<file path="config.mk">
export PLATFORM = sky130hd
export DESIGN_NAME = lcd_fb_writer
export DESIGN_NICKNAME = d
export VERILOG_FILES = /design/src/rtl/lcd_fb_pkg.sv /design/src/rtl/lcd_fb_wr_addr_gen.sv /design/src/rtl/lcd_fb_writer.sv
export SDC_FILE = /design/constraint.sdc
export NUM_CORES = 1
export LEC_CHECK = 0
export CORE_AREA = 10 10 91 93
export DETAILED_ROUTE_END_ITERATION = 8
export DIE_AREA = 0 0 101 103
export PLACE_DENSITY = 0.76
export SYNTH_ARGS = -nofsm -noshare
export SYNTH_HDL_FRONTEND = slang
export SYNTH_HIERARCHICAL = 1
export SYNTH_SLANG_ARGS = --single-unit
</file>
<file path="constraint.sdc">
create_clock -name clk -period 3.6 [get_ports clk]
set_input_delay 0.9 -clock clk [delete_from_list [all_inputs] [get_ports clk]]
set_output_delay 0.9 -clock clk [all_outputs]
set_load 0.02 [all_outputs]
</file>
<file path="src/rtl/lcd_fb_pkg.sv">
// Shared definitions for the LCD frame-buffer write/read sides:
// FSM state type, default display window and the frame pixel count.
package lcd_fb_pkg;

  typedef enum logic [1:0] {
    ST_IDLE  = 2'd0,
    ST_WRITE = 2'd1,
    ST_HOLD  = 2'd2
  } fb_state_e;

  localparam int unsigned DEF_START_ADDR = 108;
  localparam int unsigned DEF_END_ADDR   = 6518;
  localparam int unsigned FRAME_PIXELS   = DEF_END_ADDR - DEF_START_ADDR + 1;

endpackage

</file>
<file path="src/rtl/lcd_fb_wr_addr_gen.sv">
// Loadable write-address counter over the display window; saturates at the
// last window address and flags it.
module lcd_fb_wr_addr_gen #(
  parameter int unsigned ADDR_WIDTH = 17,
  parameter int unsigned START_ADDR = 108,
  parameter int unsigned END_ADDR   = 6518
) (
  input  logic                  clk,
  input  logic                  rstn,
  input  logic                  load,
  input  logic                  inc,
  output logic [ADDR_WIDTH-1:0] addr,
  output logic                  last
);

  localparam logic [ADDR_WIDTH-1:0] FIRST = ADDR_WIDTH'(START_ADDR);
  localparam logic [ADDR_WIDTH-1:0] FINAL = ADDR_WIDTH'(END_ADDR);

  always_ff @(posedge clk or negedge rstn) begin
    if (!rstn) begin
      addr <= FIRST;
    end else if (load) begin
      addr <= FIRST;
    end else if (inc && !last) begin
      addr <= addr + ADDR_WIDTH'(1);
    end
  end

  always_comb begin
    last = (addr == FINAL);
  end

endmodule

</file>
<file path="src/rtl/lcd_fb_writer.sv">
// Write side of the LCD frame-buffer RAM: pixel stream in, RAM writes out,
// frame handed to the reader until released. LCD_FB_WR_PACK8_EN selects byte-mode input.
module lcd_fb_writer
  import lcd_fb_pkg::*;
#(
  parameter int unsigned ADDR_WIDTH = 17,
  parameter int unsigned DATA_WIDTH = 16,
  parameter int unsigned START_ADDR = DEF_START_ADDR,
  parameter int unsigned END_ADDR   = DEF_END_ADDR
) (
  input  logic                  clk,
  input  logic                  rstn,
  input  logic                  start_i,
  input  logic                  abort_i,
  input  logic                  s_valid_i,
  input  logic [DATA_WIDTH-1:0] s_data_i,
  output logic                  s_ready_o,
  output logic                  ram_we_o,
  output logic [ADDR_WIDTH-1:0] ram_addr_o,
  output logic [DATA_WIDTH-1:0] ram_wdata_o,
  output logic                  busy_o,
  output logic                  frame_done_o,
  output logic                  frame_ready_o,
  input  logic                  rd_stop_i
);

  fb_state_e             state;
  fb_state_e             state_nxt;
  logic [ADDR_WIDTH-1:0] addr;
  logic                  addr_last;
  logic                  addr_load;
  logic                  beat_acc;
  logic                  pix_acc;
  logic                  pix_last;
  logic [DATA_WIDTH-1:0] pix_data;

  lcd_fb_wr_addr_gen #(
    .ADDR_WIDTH (ADDR_WIDTH),
    .START_ADDR (START_ADDR),
    .END_ADDR   (END_ADDR)
  ) u_addr_gen (
    .clk  (clk),
    .rstn (rstn),
    .load (addr_load),
    .inc  (pix_acc),
    .addr (addr),
    .last (addr_last)
  );

  always_comb begin
    beat_acc  = s_valid_i && s_ready_o;
    addr_load = (state == ST_IDLE) && start_i;
  end

`ifdef LCD_FB_WR_PACK8_EN
  logic       hi_valid;
  logic [7:0] hi_byte;

  // Half pixel is dropped whenever the frame is left (abort) or not yet entered.
  always_ff @(posedge clk or negedge rstn) begin
    if (!rstn) begin
      hi_valid <= 1'b0;
      hi_byte  <= '0;
    end else if (state != ST_WRITE || abort_i) begin
      hi_valid <= 1'b0;
    end else if (beat_acc) begin
      hi_valid <= !hi_valid;
      if (!hi_valid) begin
        hi_byte <= s_data_i[7:0];
      end
    end
  end

  always_comb begin
    pix_acc  = beat_acc && hi_valid;
    pix_data = DATA_WIDTH'({hi_byte, s_data_i[7:0]});
  end
`else
  always_comb begin
    pix_acc  = beat_acc;
    pix_data = s_data_i;
  end
`endif

  // Abort wins over completion: the beat is still written but the frame is not handed over.
  always_comb begin
    pix_last = pix_acc && addr_last && !abort_i;
  end

  always_ff @(posedge clk or negedge rstn) begin
    if (!rstn) begin
      state <= ST_IDLE;
    end else begin
      state <= state_nxt;
    end
  end

  always_comb begin
    state_nxt = state;
    unique case (state)
      ST_IDLE:  if (start_i) state_nxt = ST_WRITE;
      ST_WRITE: begin
        if (abort_i) begin
          state_nxt = ST_IDLE;
        end else if (pix_last) begin
          state_nxt = ST_HOLD;
        end
      end
      ST_HOLD:  if (rd_stop_i) state_nxt = ST_IDLE;
      default:  state_nxt = ST_IDLE;
    endcase
  end

  always_comb begin
    s_ready_o = (state == ST_WRITE);
    busy_o    = (state != ST_IDLE);
  end

  always_ff @(posedge clk or negedge rstn) begin
    if (!rstn) begin
      ram_we_o      <= 1'b0;
      ram_addr_o    <= '0;
      ram_wdata_o   <= '0;
      frame_done_o  <= 1'b0;
      frame_ready_o <= 1'b0;
    end else begin
      ram_we_o     <= pix_acc;
      frame_done_o <= pix_last;
      if (pix_acc) begin
        ram_addr_o  <= addr;
        ram_wdata_o <= pix_data;
      end
      if (state == ST_HOLD && rd_stop_i) begin
        frame_ready_o <= 1'b0;
      end else if (pix_last) begin
        frame_ready_o <= 1'b1;
      end
    end
  end

endmodule

</file>
==> impl_metrics.csv, run 1 <==
group,metric,value,unit
worst_setup_path,buffering_stage_count_on_the_worst_path_with_inverters_included,2,
finish,fillCellCount,606,
global_route,grtUsageTotal,10.5,%
timing,report.final.setup_viol,0,
timing,timing_hold_violations_final,0,
clock_tree,clk_pin_slew_worst_paths,90,ps
finish,insertedDiodeCount,0,
worst_setup_path,reg2reg_setup_slack,1340,ps
timing,slew-limit-headroom,37.0,%
worst_setup_path,critical-path-max-stage-delay,610,ps
global_route,groute.layer.met2.usage,17.4,%
synth,ys.flop_type,"sky130_fd_sc_hd__dfrtp_1",
worst_setup_path,start_kind,"input pin",
routing,final_antenna_net_count,0,
routing,detail_route.wirelength,5170,µm
floorplanning,floorplan.die_area,10400,µm²
clock_tree,postCtsSetupRepairBufs,0,
clock_tree,cts_tree,"done",
clock_tree,cts-htree-levels,2,
timing,slew_violations,0,
global_route,vias_in_the_first_global_route,1795,
global_route,use_met1,11.7,%
worst_setup_path,cp_slowest_cell,"sky130_fd_sc_hd__or4b_1",
flow_run,max_cap_violations,0,
min_path,worst_hold_startpoint,"ram_addr_o[1]$_DFFE_PN0N_",
min_path,worst_hold_path.num_cells,1,
floorplanning,start_util,38.6,%
worst_setup_path,crit_chain,"clkdlybuf4s50_1 > nand2_4 > inv_1 > nand4_1 > or4b_1 > or3_1 > a21oi_1",
power_and_ir_drop,report.power.total,1610,µW
clock_tree,clock-sinks,55,
placement,dp.final_hpwl,3800,µm
timing,setup_total_negative_slack,0,ps
synth,syn-cell-area,2540,µm²
min_path,min_path_type,"register to register",
power_and_ir_drop,peakVddDrop,288,µV
routing,route.detailed.vias_per_inst,4.99,
synth,async_flop_share,100,%
placement,portBuffers,59,
timing,clock_skew,9.12,ps
synth,syn_avg_cell_area,13.4,µm²
power_and_ir_drop,pwr_density_cell,484,nW/µm²
synth,yosys_warnings,6,
synth,yosys-top-cells-area,"sky130_fd_sc_hd__dfrtp_1, sky130_fd_sc_hd__mux2_4, sky130_fd_sc_hd__dfstp_2",
global_route,antenna_found_initial,0,
worst_setup_path,endpoint_class_of_the_critical_path,"register",
synth,synth_seq_area_share,54.4,%
worst_setup_path,crit_arrival,2900,ps
worst_setup_path,reg2reg_from,"u_addr_gen/addr[0]$_DFFE_PN0P_",
synth,yosys-top-cells-count,"sky130_fd_sc_hd__dfrtp_1, sky130_fd_sc_hd__mux2_4, sky130_fd_sc_hd__nor2_1, sky130_fd_sc_hd__inv_1, sky130_fd_sc_hd__nand4_1",
synth,synthDistinctLibCells,39,
min_path,sink_of_the_worst_hold_path,"ram_addr_o[1]$_DFFE_PN0N_",
global_route,globalRouteMet3Util,4.49,%
synth,mappedNetlistNets,213,
floorplanning,dieHeight,103,µm
global_route,grt_overflow_total,0,
finish,synthToLayoutAreaGrowth,31.0,%
synth,synthMostInstantiatedCell,"sky130_fd_sc_hd__dfrtp_1",
placement,globalplace.congestion,0.843,
status,status,"completed",
timing,min_period_over_period,74.1,%
power_and_ir_drop,power.static_leakage,0.00150,µW
floorplanning,core-area,6570,µm²
clock_tree,clock_insertion_delay_worst_skew,310,ps
clock_tree,number_of_buffers_inserted_by_hold_repair_at_cts,0,
synth,synth.top_cell.area_share,50.3,%
floorplanning,floorplan.die.width,101,µm
finish,drive_gt1_share,23.5,%
global_route,grt-busiest-layer,"met2",
routing,first_pass_iters,4,
clock_tree,cts.repair.resized,0,
routing,wire_per_inst,15.4,µm
synth,netlist.top_cell.by_area,"sky130_fd_sc_hd__dfrtp_1",
synth,synth_enable_flop_cells,0,
timing,rsz0062_at_grt,"false",
routing,routed-via-count,1671,
finish,num-nets-final,278,
clock_tree,ctsRootBufferMaster,"sky130_fd_sc_hd__clkbuf_8",
timing,achievable-frequency,0.375,GHz
worst_setup_path,worstPathMaxFanout,5,
clock_tree,clock_buffer_depth,2,
worst_setup_path,required_worst_endpoint,3830,ps
floorplanning,cell_row_count,30,
global_route,wire_length_of_the_first_global_routing_pass,8810,µm
worst_setup_path,depth_of_the_worst_register_to_register_path,7,
routing,drc,0,
timing,worst_pin_slew,945,ps
synth,ys_seq_elements,55,
synth,syn-instance-count,189,
global_route,maximum_number_of_pins_on_one_net_before_global_route_repair,45,
worst_setup_path,critical-path-top-delay-family,"simple AND/OR/NAND/NOR gates",
floorplanning,ioPinCount,60,
timing,fin_crit,2670,ps
routing,initialDrtViolationCount,65,
worst_setup_path,worst_r2r_endpoint,"state[1]$_DFFE_PN0P_",
worst_setup_path,path_class,"input pin to register",
clock_tree,cts-buffers-inserted,5,
## layer usage
metal  vias up  routed length, µm
li1        797                  -
met1       817               2080
met2        49               2530
met3         8                467
met4         0                 95
met5         -                  0
## logic make-up after synthesis
group,after synthesis,share of synthesized area (%)
AOI/OAI and AO/OA,16,4.49
xor gates and xnor gates,9,3.11
adders and majority gates,2,0.986
buffers and inverters,13,2.96
DFF,55,54.4
muxes,35,19.8
and+or+nand+nor,59,14.3
## state kept, by name, indices dropped and copies added, names as in the netlist
register         count
ram_wdata_o         16
state                2
frame_ready_o        1
frame_done_o         1
u_addr_gen/addr     17
ram_we_o             1
ram_addr_o          17
## metrics by stage
step / instances / setup slack (ps) / hold WS (ps) / util [%] / cell area [µm²]
floorplan: 189 / 997 / 500 / - / 2540
CTS: 335 / 947 / 517 / 50.6 / 3320
detailed placement: 327 / 639 / 490 / 48.9 / 3210
global placement: 327 / 715 / 489 / 48.9 / 3210
global route: 335 / 833 / 538 / 50.6 / 3320
finish: 335 / 931 / 512 / 50.6 / 3320
## worst max-delay path by stage
stage	start	end	cells past startpoint
after floorplan	s_valid_i	u_addr_gen/addr[15]$_DFFE_PN0P_	8
after global placement	s_valid_i	u_addr_gen/addr[15]$_DFFE_PN0P_	7
after detailed placement	s_valid_i	u_addr_gen/addr[15]$_DFFE_PN0P_	7
after CTS	s_valid_i	u_addr_gen/addr[15]$_DFFE_PN0P_	7
after global routing	s_valid_i	u_addr_gen/addr[15]$_DFFE_PN0P_	7
final	s_valid_i	u_addr_gen/addr[15]$_DFFE_PN0P_	7
## power by group
group	switching [µW]	internal [µW]	total (µW)
registers	52.7	692	745
logic	209	248	457
clock network	201	207	408
## cell usage in the layout (no fill, tap or decap), drive strengths merged, types with 3 or more instances in the layout
cell type / Yosys / routed
nor2b: 3 / 3
or4b: 3 / 3
buf: 4 / 6
dfstp: 4 / 4
a21oi: 6 / 6
clkdlybuf4s50: 0 / 58
nor3: 4 / 4
o21ai: 5 / 5
nand3: 5 / 5
inv: 7 / 7
nand4: 7 / 7
xnor2: 3 / 3
nand2b: 5 / 5
dfrtp: 51 / 51
nand2: 6 / 6
nor2: 14 / 14
mux2: 34 / 34
xor2: 6 / 6
clkbuf: 2 / 5
## worst register-to-register path: stages, from the launching register on
cell and delay, ps:
sky130_fd_sc_hd__dfrtp_1 460, sky130_fd_sc_hd__inv_1 120, sky130_fd_sc_hd__ha_1 140, sky130_fd_sc_hd__or4b_4 480
sky130_fd_sc_hd__nor4_2 450, sky130_fd_sc_hd__nand2_1 130, sky130_fd_sc_hd__nor3b_1 290, sky130_fd_sc_hd__a21o_1 120
## final cells by class
cell class | count | area, µm² | share of cell area (%)
sequential | 55 | 1380 | 41.6
multi-input combinational | 121 | 1080 | 32.5
timing repair buffer | 64 | 623 | 18.7
tap | 80 | 100 | 3.01
clock buffer | 5 | 68.8 | 2.07
clock inverter | 3 | 43.8 | 1.32
inverter | 7 | 26.3 | 0.790
Note: power is estimated with default switching activity, not from simulation.
==> run 2, diff against run 1 <==
PLACE_DENSITY = 0.79   (was 0.76)
clock period = 2.4 ns   (was 3.6 ns; I/O delays follow)
==> run 2 against run 1 <==
Compared with the run above:
- critical path depth down 5
- sequential power rose by 50%
- power grew 43%
- critical path type is now register to output pin
- largest power group unchanged
==> impl_metrics.csv, run 2 (synthesis gave the netlist of run 1 again) <==
group,metric,value,unit
finish,drive_gt1_share,24.7,%
floorplanning,dieHeight,103,µm
worst_setup_path,required_worst_endpoint,1800,ps
worst_setup_path,depth_of_the_worst_register_to_register_path,6,
timing,min_period_over_period,93.5,%
routing,initialDrtViolationCount,92,
worst_setup_path,cp_slowest_cell,"sky130_fd_sc_hd__clkdlybuf4s50_1",
status,status,"completed",
clock_tree,clock-sinks,55,
clock_tree,cts-htree-levels,2,
worst_setup_path,buffering_stage_count_on_the_worst_path_with_inverters_included,1,
power_and_ir_drop,peakVddDrop,439,µV
finish,commonest_cells_after_routing_fill_and_taps_aside,"sky130_fd_sc_hd__clkdlybuf4s50_1, sky130_fd_sc_hd__dfrtp_1, sky130_fd_sc_hd__mux2_4",
placement,post_dp_cell_area,3250,µm²
clock_tree,postCtsSetupRepairBufs,0,
worst_setup_path,start_kind,"register",
worst_setup_path,reg2reg_from,"u_addr_gen/addr[0]$_DFFE_PN0P_",
floorplanning,core-area,6570,µm²
clock_tree,number_of_buffers_inserted_by_hold_repair_at_cts,0,
placement,portBuffers,59,
power_and_ir_drop,power.static_leakage,0.00151,µW
timing,timing_hold_violations_final,0,
global_route,grt_overflow_total,0,
timing,report.final.setup_viol,0,
routing,wire_per_inst,15.9,µm
finish,layout.cells.most_common,"sky130_fd_sc_hd__clkdlybuf4s50_1",
routing,routed-via-count,1681,
timing,slew-limit-headroom,60.9,%
finish,layout.core_utilization,50.8,%
global_route,vias_in_the_first_global_route,1909,
finish,insertedDiodeCount,0,
routing,first_pass_iters,4,
global_route,wire_length_of_the_first_global_routing_pass,9430,µm
clock_tree,cts-buffers-inserted,5,
floorplanning,cell_row_count,30,
placement,globalplace.congestion,0.806,
finish,synthToLayoutAreaGrowth,31.6,%
routing,route.detailed.vias_per_inst,4.96,
worst_setup_path,worstPathMaxFanout,5,
min_path,min_path_type,"input pin to async pin",
clock_tree,cts_tree,"done",
floorplanning,floorplan.die.width,101,µm
worst_setup_path,critical-path-max-stage-delay,550,ps
global_route,antenna_found_initial,0,
worst_setup_path,reg2reg_setup_slack,260,ps
routing,final_antenna_net_count,0,
power_and_ir_drop,pwr_density_cell,689,nW/µm²
clock_tree,clk_pin_slew_worst_paths,90,ps
timing,rsz0062_at_grt,"false",
finish,largest_registers,"ram_addr_o x17, u_addr_gen/addr x17, ram_wdata_o x16",
finish,fillCellCount,568,
routing,detail_route.wirelength,5380,µm
floorplanning,ioPinCount,60,
finish,finalInstanceArea,3340,µm²
worst_setup_path,critical-path-top-delay-family,"buffers and inverters",
placement,dp.final_hpwl,3860,µm
power_and_ir_drop,report.power.total,2300,µW
timing,fin_crit,2240,ps
finish,num-nets-final,282,
worst_setup_path,worst_r2r_endpoint,"u_addr_gen/addr[3]$_DFFE_PN1P_",
timing,clock_skew,6.10,ps
routing,drc,0,
clock_tree,ctsRootBufferMaster,"sky130_fd_sc_hd__clkbuf_8",
flow_run,max_cap_violations,0,
clock_tree,clock_buffer_depth,2,
clock_tree,cts.repair.resized,0,
timing,achievable-frequency,0.446,GHz
worst_setup_path,path_class,"register to output pin",
worst_setup_path,crit_arrival,1640,ps
global_route,maximum_number_of_pins_on_one_net_before_global_route_repair,56,
timing,worst_pin_slew,587,ps
clock_tree,clock_insertion_delay_worst_skew,310,ps
worst_setup_path,crit_chain,"or2_2 > clkdlybuf4s50_1",
worst_setup_path,endpoint_class_of_the_critical_path,"output pin",
placement,placed_cells,331,
finish,final_cell_count_no_fill,339,
floorplanning,floorplan.die_area,10400,µm²
floorplanning,start_util,38.6,%
global_route,grtUsageTotal,11.2,%
timing,slew_violations,0,
## run 2: cell types whose count changed in the layout (fill, tap and decap cells not counted)
| cell | delta |
|---|---|
| sky130_fd_sc_hd__buf_4 | +3 |
| sky130_fd_sc_hd__clkinv_2 | +2 |
| sky130_fd_sc_hd__buf_12 | +1 |
| sky130_fd_sc_hd__bufinv_16 | -1 |
| sky130_fd_sc_hd__clkinv_4 | -1 |
## run 2: per-layer routing
layer / routed length (µm) / part of all wire, % / global-route usage (%)
met1: 2230 / 42 / 13.2
met3: 521 / 9.7 / 5.76
met2: 2540 / 47 / 17.4
met4: 80 / 1.5 / 3.32
met5: 0 / 0 / 0
## run 2: worst max path at each step
stage	start	endpoint	depth (start not counted)
finish	state[1]$_DFFE_PN0P_	busy_o	2
global route	s_valid_i	u_addr_gen/addr[15]$_DFFE_PN0P_	7
global placement	s_valid_i	u_addr_gen/addr[15]$_DFFE_PN0P_	7
detailed placement	s_valid_i	u_addr_gen/addr[15]$_DFFE_PN0P_	7
floorplan	state[1]$_DFFE_PN0P_	u_addr_gen/addr[15]$_DFFE_PN0P_	9
CTS	state[1]$_DFFE_PN0P_	busy_o	2
## run 2: where the power goes
part | switching, µW | internal, µW | total [µW]
clock network | 292 | 200 | 492
logic | 315 | 375 | 690
registers | 78.9 | 1040 | 1120
total | 685 | 1610 | 2300
## run 2: cell type report
cell class	count	area, µm²	area share, %
tap	80	100	3.00
inverter	7	26.3	0.787
timing repair buffer	68	666	19.9
clock inverter	3	15.0	0.450
clock buffer	5	68.8	2.06
multi-input combinational	121	1080	32.4
sequential	55	1380	41.4
## run 2: stage by stage
stage	TNS, ps	worst slack [ps]	hold WS (ps)
floorplan	0	9.84	304
global placement	-226	-77.5	489
detailed placement	-420	-116	491
CTS	0	141	287
global route	0	78.5	293
finish	0	157	272
==> run 3, diff against run 2 <==
CORE_AREA = 2 2 83 85   (was 10 10 91 93)
DIE_AREA = 0 0 85 87   (was 0 0 101 103)
PLACE_DENSITY = 0.69   (was 0.79)
clock period = 2.8 ns   (was 2.4 ns; I/O delays follow)
==> run 3 against run 2 <==
Compared with the run above:
- non-clock buffer count shrank 4
- register-to-register slack improved by 350 ps
- routed wire length decreased by 11%
- critical path depth increased by 5
- count of clock-buffer cells in the layout up 1
- die area decreased by 29%
- sequential cell count is the same
- cell count decreased by 1.2%
- via count increased by 0.54%
- critical path type is now input pin to register
==> impl_metrics.csv, run 3 (synthesis gave the netlist of run 1 again) <==
group,metric,value,unit
routing,detail_route.wirelength,4770,µm
finish,commonest_cells_after_routing_fill_and_taps_aside,"sky130_fd_sc_hd__clkdlybuf4s50_1, sky130_fd_sc_hd__dfrtp_1, sky130_fd_sc_hd__mux2_4",
placement,dp.final_hpwl,3200,µm
global_route,grtUsageTotal,13.5,%
power_and_ir_drop,power.share.sequential,47.6,%
min_path,min_path_type,"input pin to async pin",
routing,final_antenna_net_count,0,
worst_setup_path,required_worst_endpoint,3050,ps
worst_setup_path,worst_r2r_endpoint,"state[1]$_DFFE_PN0P_",
flow_run,max_cap_violations,0,
routing,first_pass_iters,4,
global_route,antenna_found_initial,0,
worst_setup_path,path_class,"input pin to register",
power_and_ir_drop,power.static_leakage,0.00149,µW
timing,slew_violations,0,
worst_setup_path,start_kind,"input pin",
power_and_ir_drop,cell_internal_pwr,1410,µW
clock_tree,postCtsSetupRepairBufs,0,
clock_tree,clock_insertion_delay_worst_skew,310,ps
finish,num-nets-final,278,
placement,placed_cells,327,
timing,rsz0062_at_grt,"false",
routing,initialDrtViolationCount,62,
placement,globalplace.congestion,0.757,
timing,setup_total_negative_slack,0,ps
timing,achievable-frequency,0.417,GHz
clock_tree,clock_buffer_depth,2,
floorplanning,cell_row_count,30,
worst_setup_path,reg2reg_from,"u_addr_gen/addr[0]$_DFFE_PN0P_",
finish,synthToLayoutAreaGrowth,30.5,%
floorplanning,dieHeight,87,µm
timing,slew-limit-headroom,53.6,%
floorplanning,floorplan.die_area,7400,µm²
global_route,wire_length_of_the_first_global_routing_pass,8150,µm
power_and_ir_drop,p_sw,597,µW
timing,fin_crit,2400,ps
global_route,vias_in_the_first_global_route,1686,
global_route,grt_overflow_total,0,
worst_setup_path,crit_arrival,2640,ps
worst_setup_path,depth_of_the_worst_register_to_register_path,7,
worst_setup_path,reg2reg_setup_slack,610,ps
timing,fin_hold_ws,493,ps
clock_tree,cts-buffers-inserted,5,
floorplanning,floorplan.die.width,85,µm
clock_tree,cts_tree,"done",
power_and_ir_drop,combPwrFrac,28.7,%
routing,route.detailed.vias_per_inst,5.04,
power_and_ir_drop,report.power.total,2010,µW
status,status,"completed",
placement,portBuffers,59,
worst_setup_path,endpoint_class_of_the_critical_path,"register",
floorplanning,ioPinCount,60,
clock_tree,cts-htree-levels,2,
timing,report.final.setup_viol,0,
timing,timing_hold_violations_final,0,
timing,clock_skew,10.4,ps
floorplanning,core-area,6570,µm²
routing,wire_per_inst,14.2,µm
routing,routed-via-count,1690,
finish,insertedDiodeCount,0,
finish,layout.cells.most_common,"sky130_fd_sc_hd__clkdlybuf4s50_1",
clock_tree,number_of_buffers_inserted_by_hold_repair_at_cts,0,
floorplanning,start_util,38.6,%
worst_setup_path,worstPathMaxFanout,5,
timing,min_period_over_period,85.7,%
finish,largest_registers,"ram_addr_o x17, u_addr_gen/addr x17, ram_wdata_o x16",
power_and_ir_drop,power.share.switching,29.7,%
power_and_ir_drop,pwr_density_cell,607,nW/µm²
timing,worst_pin_slew,697,ps
finish,final_cell_count_no_fill,335,
global_route,maximum_number_of_pins_on_one_net_before_global_route_repair,56,
clock_tree,ctsRootBufferMaster,"sky130_fd_sc_hd__clkbuf_8",
clock_tree,clk_pin_slew_worst_paths,100,ps
finish,drive_gt1_share,23.5,%
clock_tree,clock-sinks,55,
power_and_ir_drop,power_frac_clock,23.7,%
routing,drc,0,
power_and_ir_drop,peakVddDrop,276,µV
clock_tree,cts.repair.resized,0,
==> run 3: changes by cell type in the layout (fill, tap and decap cells not counted), sizes merged <==
cell	change
clkinv	-2
clkbuf	+1
clkinvlp	+1
buf	-4
==> run 3: area by class of cell <==
| class | instances | area (µm²) |
|---|---|---|
| Inverter | 7 | 26.3 |
| Clock buffer | 6 | 82.6 |
| Timing Repair Buffer | 64 | 623 |
| Sequential cell | 55 | 1380 |
| Multi-Input combinational cell | 121 | 1080 |
| Clock inverter | 2 | 16.3 |
| Fill cell | 581 | 3260 |
| Tap cell | 80 | 100 |
==> run 3: power by group through the flow <==
stage               registers (µW)  clock network [µW]  logic, µW
floorplan                     1060                   0        239
CTS                            958                 496        586
global route                   971                 519        615
finish                         957                 475        576
global placement               970                   0        575
detailed placement             974                   0        582
==> run 3: through the flow <==
step	util (%)	setup WS [ps]	instance area, µm²
after global routing	50.4	297	3310
after global placement	48.9	117	3210
final	50.4	402	3310
after CTS	50.4	397	3310
after floorplan	-	397	2540
after detailed placement	48.9	61.3	3210
==> run 3: per-layer routing <==
layer | vias to the layer above | share of wire [%] | track usage, %
li1 | 798 | - | -
met1 | 847 | 47 | 17.6
met2 | 39 | 47 | 22.4
met3 | 6 | 4.3 | 3.60
met4 | 0 | 1.1 | 3.90
met5 | - | 0 | 0
==> run 3: worst max path at each step <==
stage | start | endpoint | slack [ps] | cells after the start
after global placement | s_valid_i | u_addr_gen/addr[15]$_DFFE_PN0P_ | 120 | 7
after detailed placement | s_valid_i | u_addr_gen/addr[15]$_DFFE_PN0P_ | 60 | 7
after floorplan | s_valid_i | u_addr_gen/addr[15]$_DFFE_PN0P_ | 400 | 8
final | s_valid_i | u_addr_gen/addr[15]$_DFFE_PN0P_ | 400 | 7
after CTS | s_valid_i | u_addr_gen/addr[15]$_DFFE_PN0P_ | 400 | 7
after global routing | s_valid_i | u_addr_gen/addr[15]$_DFFE_PN0P_ | 300 | 7
==> run 3: worst max-delay path: stages <==
cell                              delay [ps]
sky130_fd_sc_hd__clkdlybuf4s50_1         550
sky130_fd_sc_hd__nand2_4                  60
sky130_fd_sc_hd__inv_1                    70
sky130_fd_sc_hd__nand4_1                 130
sky130_fd_sc_hd__or4b_1                  610
sky130_fd_sc_hd__or3_1                   370
sky130_fd_sc_hd__a21oi_1                 150
